### config.mk
export PLATFORM = sky130hd
export DESIGN_NAME = interrupt_ctrl
export DESIGN_NICKNAME = d
export VERILOG_FILES = /design/src/rtl/interrupt_ctrl.sv
export SDC_FILE = /design/constraint.sdc
export NUM_CORES = 1
export LEC_CHECK = 0
export CORE_MARGIN = 1.5
export CORE_UTILIZATION = 49
export DETAILED_ROUTE_END_ITERATION = 6
export HOLD_SLACK_MARGIN = 0.02
export PLACE_DENSITY = 0.78
export SYNTH_ARGS = -nofsm -noshare
export SYNTH_HDL_FRONTEND = slang
export SYNTH_SLANG_ARGS = --single-unit
### constraint.sdc
create_clock -name clk -period 1.7 [get_ports clk]
set_input_delay 0.255 -clock clk [delete_from_list [all_inputs] [get_ports clk]]
set_output_delay 0.255 -clock clk [all_outputs]
set_load 0.02 [all_outputs]
### src/rtl/interrupt_ctrl.sv
// Purpose: 8-line priority interrupt controller with edge capture, mask, global enable and IDLE/PEND/SERVICE handshake.
// Latency: a line rising before edge 1 pends at edge 3; intPending and hvpiAddr are registered and update at edge 4.
// Backpressure: a request stays pending until clrPend acks it; intDisable or enable=0 holds new requests off, with nothing lost.
//
// Ports:
//   clk, resetN                  clock, asynchronous active-low reset
//   intReq[7:0]                  raw device lines (line 0 highest priority)
//   maskIn, MASKld, MASKclr      mask register load / clear (clear wins)
//   INTld, INTclr                global enable set / clear (clear wins)
//   intDisable                   sequencer hold, suppresses new requests
//   clrPend                      acknowledge (honoured only in PEND)
//   intReturn                    end of service (honoured only in SERVICE)
//   intPending, hvpiAddr         registered request and vector address
//   inService, pendingOut        service flag and raw pending register
module interrupt_ctrl #(
    parameter logic [7:0] VEC_BASE = 8'hE0
) (
    input  logic       clk,
    input  logic       resetN,
    input  logic [7:0] intReq,
    input  logic [7:0] maskIn,
    input  logic       MASKld,
    input  logic       MASKclr,
    input  logic       INTld,
    input  logic       INTclr,
    input  logic       intDisable,
    input  logic       clrPend,
    input  logic       intReturn,
    output logic       intPending,
    output logic [7:0] hvpiAddr,
    output logic       inService,
    output logic [7:0] pendingOut
);

    typedef enum logic [1:0] {
        IDLE    = 2'd0,
        PEND    = 2'd1,
        SERVICE = 2'd2
    } state_t;

    state_t     state;
    logic [7:0] s1, s2, s3;
    logic [7:0] pending;
    logic [7:0] mask;
    logic       enable;
    logic [2:0] idx_q;

    logic [7:0] rise;
    logic [7:0] cand;
    logic [2:0] idx;
    logic [7:0] clr_vec;

    always_comb begin
        rise = s2 & ~s3;
        cand = pending & mask;
        // Walk from the top down so the lowest set bit is the last one written.
        idx = 3'd0;
        for (int i = 7; i >= 0; i--) begin
            if (cand[i]) idx = 3'(i);
        end
        clr_vec = 8'h00;
        if (state == PEND && clrPend) clr_vec[idx_q] = 1'b1;
    end

    assign pendingOut = pending;

    // Synchroniser, edge capture, mask and enable registers.
    always_ff @(posedge clk or negedge resetN) begin
        if (!resetN) begin
            s1      <= 8'h00;
            s2      <= 8'h00;
            s3      <= 8'h00;
            pending <= 8'h00;
            mask    <= 8'h00;
            enable  <= 1'b0;
        end else begin
            s1 <= intReq;
            s2 <= s1;
            s3 <= s2;
            // OR-ing rise in after the clear lets a coincident new edge survive the ack.
            pending <= (pending & ~clr_vec) | rise;
            if (MASKclr)     mask <= 8'h00;
            else if (MASKld) mask <= maskIn;
            if (INTclr)      enable <= 1'b0;
            else if (INTld)  enable <= 1'b1;
        end
    end

    // Sequencer handshake FSM; all sequencer-facing outputs are registered here.
    always_ff @(posedge clk or negedge resetN) begin
        if (!resetN) begin
            state      <= IDLE;
            idx_q      <= 3'd0;
            intPending <= 1'b0;
            inService  <= 1'b0;
            hvpiAddr   <= VEC_BASE;
        end else begin
            case (state)
                IDLE: begin
                    if (cand != 8'h00 && enable && !intDisable) begin
                        state      <= PEND;
                        idx_q      <= idx;
                        intPending <= 1'b1;
                        hvpiAddr   <= VEC_BASE + {4'b0000, idx, 1'b0};
                    end
                end
                PEND: begin
                    // The latched vector is held even if a higher-priority line arrives.
                    if (clrPend) begin
                        state      <= SERVICE;
                        intPending <= 1'b0;
                        inService  <= 1'b1;
                        hvpiAddr   <= VEC_BASE;
                    end else if (!enable || intDisable) begin
                        state      <= IDLE;
                        intPending <= 1'b0;
                        hvpiAddr   <= VEC_BASE;
                    end
                end
                SERVICE: begin
                    if (intReturn) begin
                        state     <= IDLE;
                        inService <= 1'b0;
                    end
                end
                default: begin
                    state      <= IDLE;
                    intPending <= 1'b0;
                    inService  <= 1'b0;
                    hvpiAddr   <= VEC_BASE;
                end
            endcase
        end
    end

endmodule
==> flow_metrics.py <==
metrics = {
    "yosys": {
        "synthXorXnorAreaFrac": 0,
        "yosysTopAreaCellShare": 0.654,
        "synth_top_family_by_area": "simple AND/OR/NAND/NOR gates",
        "synth.area.mux_share": 0.0513,
        "synth_edf_count": 0,
        "netlist-cell-type-count": 36,
        "async_flop_share": 1.00,
        "synthAdderAreaFrac": 0,
        "yosysTopAreaCell": "dfrtp_1",
        "syn_area_mm2": 0.00195,
        "avgSynthCellArea_um2": 11.6,
        "synth_cells": 168,
        "ys_seq_area_frac": 0.654,
        "synth-simple-area-share": 0.122,
        "ys.flop_type": "dfrtp_1",
        "yosys_warnings": 0,
        "yosys-top-cells-area": "dfrtp_1 (65%), mux2i_1 (5.1%), o21ai_0 (3.8%)",
        "synth_compound_area_frac": 0.114,
        "synth.ff_latch_count": 51,
    },
    "routing": {
        "dr_wl_met3_um": 177,
        "dr.pass1.iters": 4,
        "vias": 1378,
        "viasPerCell": 5.34,
        "wl_per_cell_um": 14.3,
        "drtIter0Drc": 129,
        "wl_met2_mm": 1.85,
        "finalWirelength_mm": 3.70,
        "dr.max_layer_used": "met4",
        "m1WireLength_mm": 1.56,
        "drc": 0,
        "ant_nets": 0,
    },
    "critical_path": {
        "crit_arrival_ns": 1.39,
        "cp_max_fo": 4,
        "critical_path.max_stage_delay_ns": 0.64,
        "r2r_start": "state[1]$_DFFE_PN0P_",
        "crit_family": "buffers and inverters",
        "startpoint_type": "flip-flop",
        "worstSetupPathType": "reg -> out",
        "startpoint": "pendingOut[4]$_DFF_PN0_",
        "cpMaxStageDelayCell": "clkdlybuf4s50_1",
        "critPathRequiredTime_ns": 1.44,
        "crit_chain": "clkdlybuf4s50_1",
        "worstSetupEndpointType": "output pin",
        "cp_num_buf_inv": 1,
    },
    "clock_network": {
        "tritoncts": "built",
        "clkLatencyLatePin_ns": 0.30,
        "root_buffer": "clkbuf_8",
        "clk_pin_slew_ns": 0.08,
        "cts.sinks": 51,
        "cts_setup_buffers": 0,
        "cts_buffers": 5,
        "htreeDepth": 2,
        "cts_buffer_depth": 2,
    },
    "placed_design": {
        "gp_congestion": 0.860,
        "dpl_cell_area_mm2": 0.00236,
        "numPortBuffers": 37,
        "pre_cts_ws_ns": -0.0873,
        "dp_cells": 249,
        "dp_hpwl_mm": 2.81,
    },
    "grt": {
        "first_global_vias": 1422,
        "gr-usage-all-layers": 0.196,
        "grt_max_degree": 32,
        "gr-total-overflow": 0,
        "antenna_found_initial": 0,
        "grt_pass1_wl_mm": 6.38,
    },
    "floorplanning": {
        "initial_core_util": 0.521,
        "fp-row-count": 22,
        "coreArea_mm2": 0.00374,
        "die_x_um": 66.1,
        "die_area_mm2": 0.00437,
        "fp.dieH_um": 66.1,
        "io_pins": 43,
    },
    "timing": {
        "period_share": 0.969,
        "period_minus_slack_ns": 1.65,
        "fmax_mhz": 607,
        "setup_slack_ns": 0.0535,
        "max_slew_margin": 0.668,
        "finalHoldViolCount": 0,
        "setup_viol": 0,
        "worst_slew_pin_slew_ns": 0.497,
        "rsz0062_at_grt": "no",
        "slew_violations": 0,
        "skew_ns": 0.00806,
    },
    "cells_and_area": {
        "area_delta_synth_final_pct": 27.8,
        "diodes": 0,
        "fin_cells": 258,
        "drive_gt1_frac": 0.0810,
        "fillers": 305,
        "nets": 234,
        "layout_common_cells": "dfrtp_1 (51), clkdlybuf4s50_1 (36), nand2_1 (17), o21ai_0 (15), inv_1 (13)",
        "fin_area_mm2": 0.00249,
        "final_common_cell": "dfrtp_1",
    },
    "min_path": {
        "hp-class": "reg -> reg",
        "hold_path_startpoint": "s1[4]$_DFF_PN0_",
    },
    "power": {
        "power.density_mw_per_mm2": 1140,
        "ir_drop_uv": 676,
        "power_mw": 2.84,
        "leakagePower_nw": 1.13,
    },
    "run": {
        "drv_cap": 0,
    },
    "outcome": {
        "status": "complete, no violations",
    },
}
## cell families (layout without fill, tap and decap cells)
kind of cell | count (synthesis) | in the layout
AO/OA/AOI/OAI | 33 | 33
multiplexers | 10 | 10
buffers and inverters | 23 | 62
flip-flops | 51 | 51
AND/OR/NAND/NOR | 49 | 49
other | 2 | 5
## registers in the layout (all words and copies together) (netlist names)
name        flops
s2              8
enable          1
s3              8
hvpiAddr        3
mask            8
s1              8
intPending      1
inService       1
idx_q           3
pendingOut      8
state           2
## final cells by class
cell class	instances	area, um2	area share
repair buffers	41	410	0.165
flip-flops and latches	51	1280	0.512
inverters	13	48.8	0.0196
multi-input cells	97	581	0.233
clock buffers	6	82.6	0.0331
well taps	48	60.1	0.0241
clock inverters	2	35.0	0.0140
## stage by stage
| stage | hold WS, ns | setup TNS (ns) | util |
|---|---|---|---|
| 6_report | 0.353 | 0 | 0.666 |
| 5_1_grt | 0.356 | 0 | 0.666 |
| 4_1_cts | 0.354 | 0 | 0.666 |
| 3_5_place_dp | 0.240 | -0.265 | 0.632 |
| 3_3_place_gp | 0.222 | -0.164 | 0.632 |
| 2_1_floorplan | -0.0406 | 0 | - |
## Yosys cell counts (3+ instances only)
| cell | number |
|---|---|
| a22oi_1 | 3 |
| nand2_1 | 17 |
| buf_4 | 5 |
| o21ai_0 | 15 |
| inv_1 | 13 |
| nand3_1 | 4 |
| nor2_1 | 12 |
| mux2i_1 | 10 |
| dfrtp_1 | 51 |
## worst paths after layout
kind / end / slack, ns / cells after the start
min reg2reg: s2[4]$_DFF_PN0_ / 0.35 / 0
max reg2reg: idx_q[0]$_DFFE_PN0P_ / 0.12 / 3
max: pendingOut[4] / 0.05 / 1
max in group asynchronous: s3[7]$_DFF_PN0_ / 0.75 / 3
min: s2[4]$_DFF_PN0_ / 0.35 / 0
min in group asynchronous: mask[5]$_DFFE_PN0P_ / 0.43 / 2
## timing repair
item,CTS,global route
endpoints found under the setup margin,0,1
hold buffers,1,0
resized for setup,0,1
hold endpoints to repair,20,0
## report_power, final
group / leakage, nW / switching, mW / internal, mW
sequential: 0.592 / 0.115 / 1.34
clock: 0.0612 / 0.371 / 0.476
combinational: 0.474 / 0.279 / 0.261
## layer usage
| layer | track usage | vias up |
|---|---|---|
| met3 | 0.0375 | 14 |
| met5 | 0 | - |
| met4 | 0.107 | 0 |
| met1 | 0.241 | 676 |
| li1 | - | 643 |
| met2 | 0.324 | 45 |
Power figures use the tool's default switching activity.
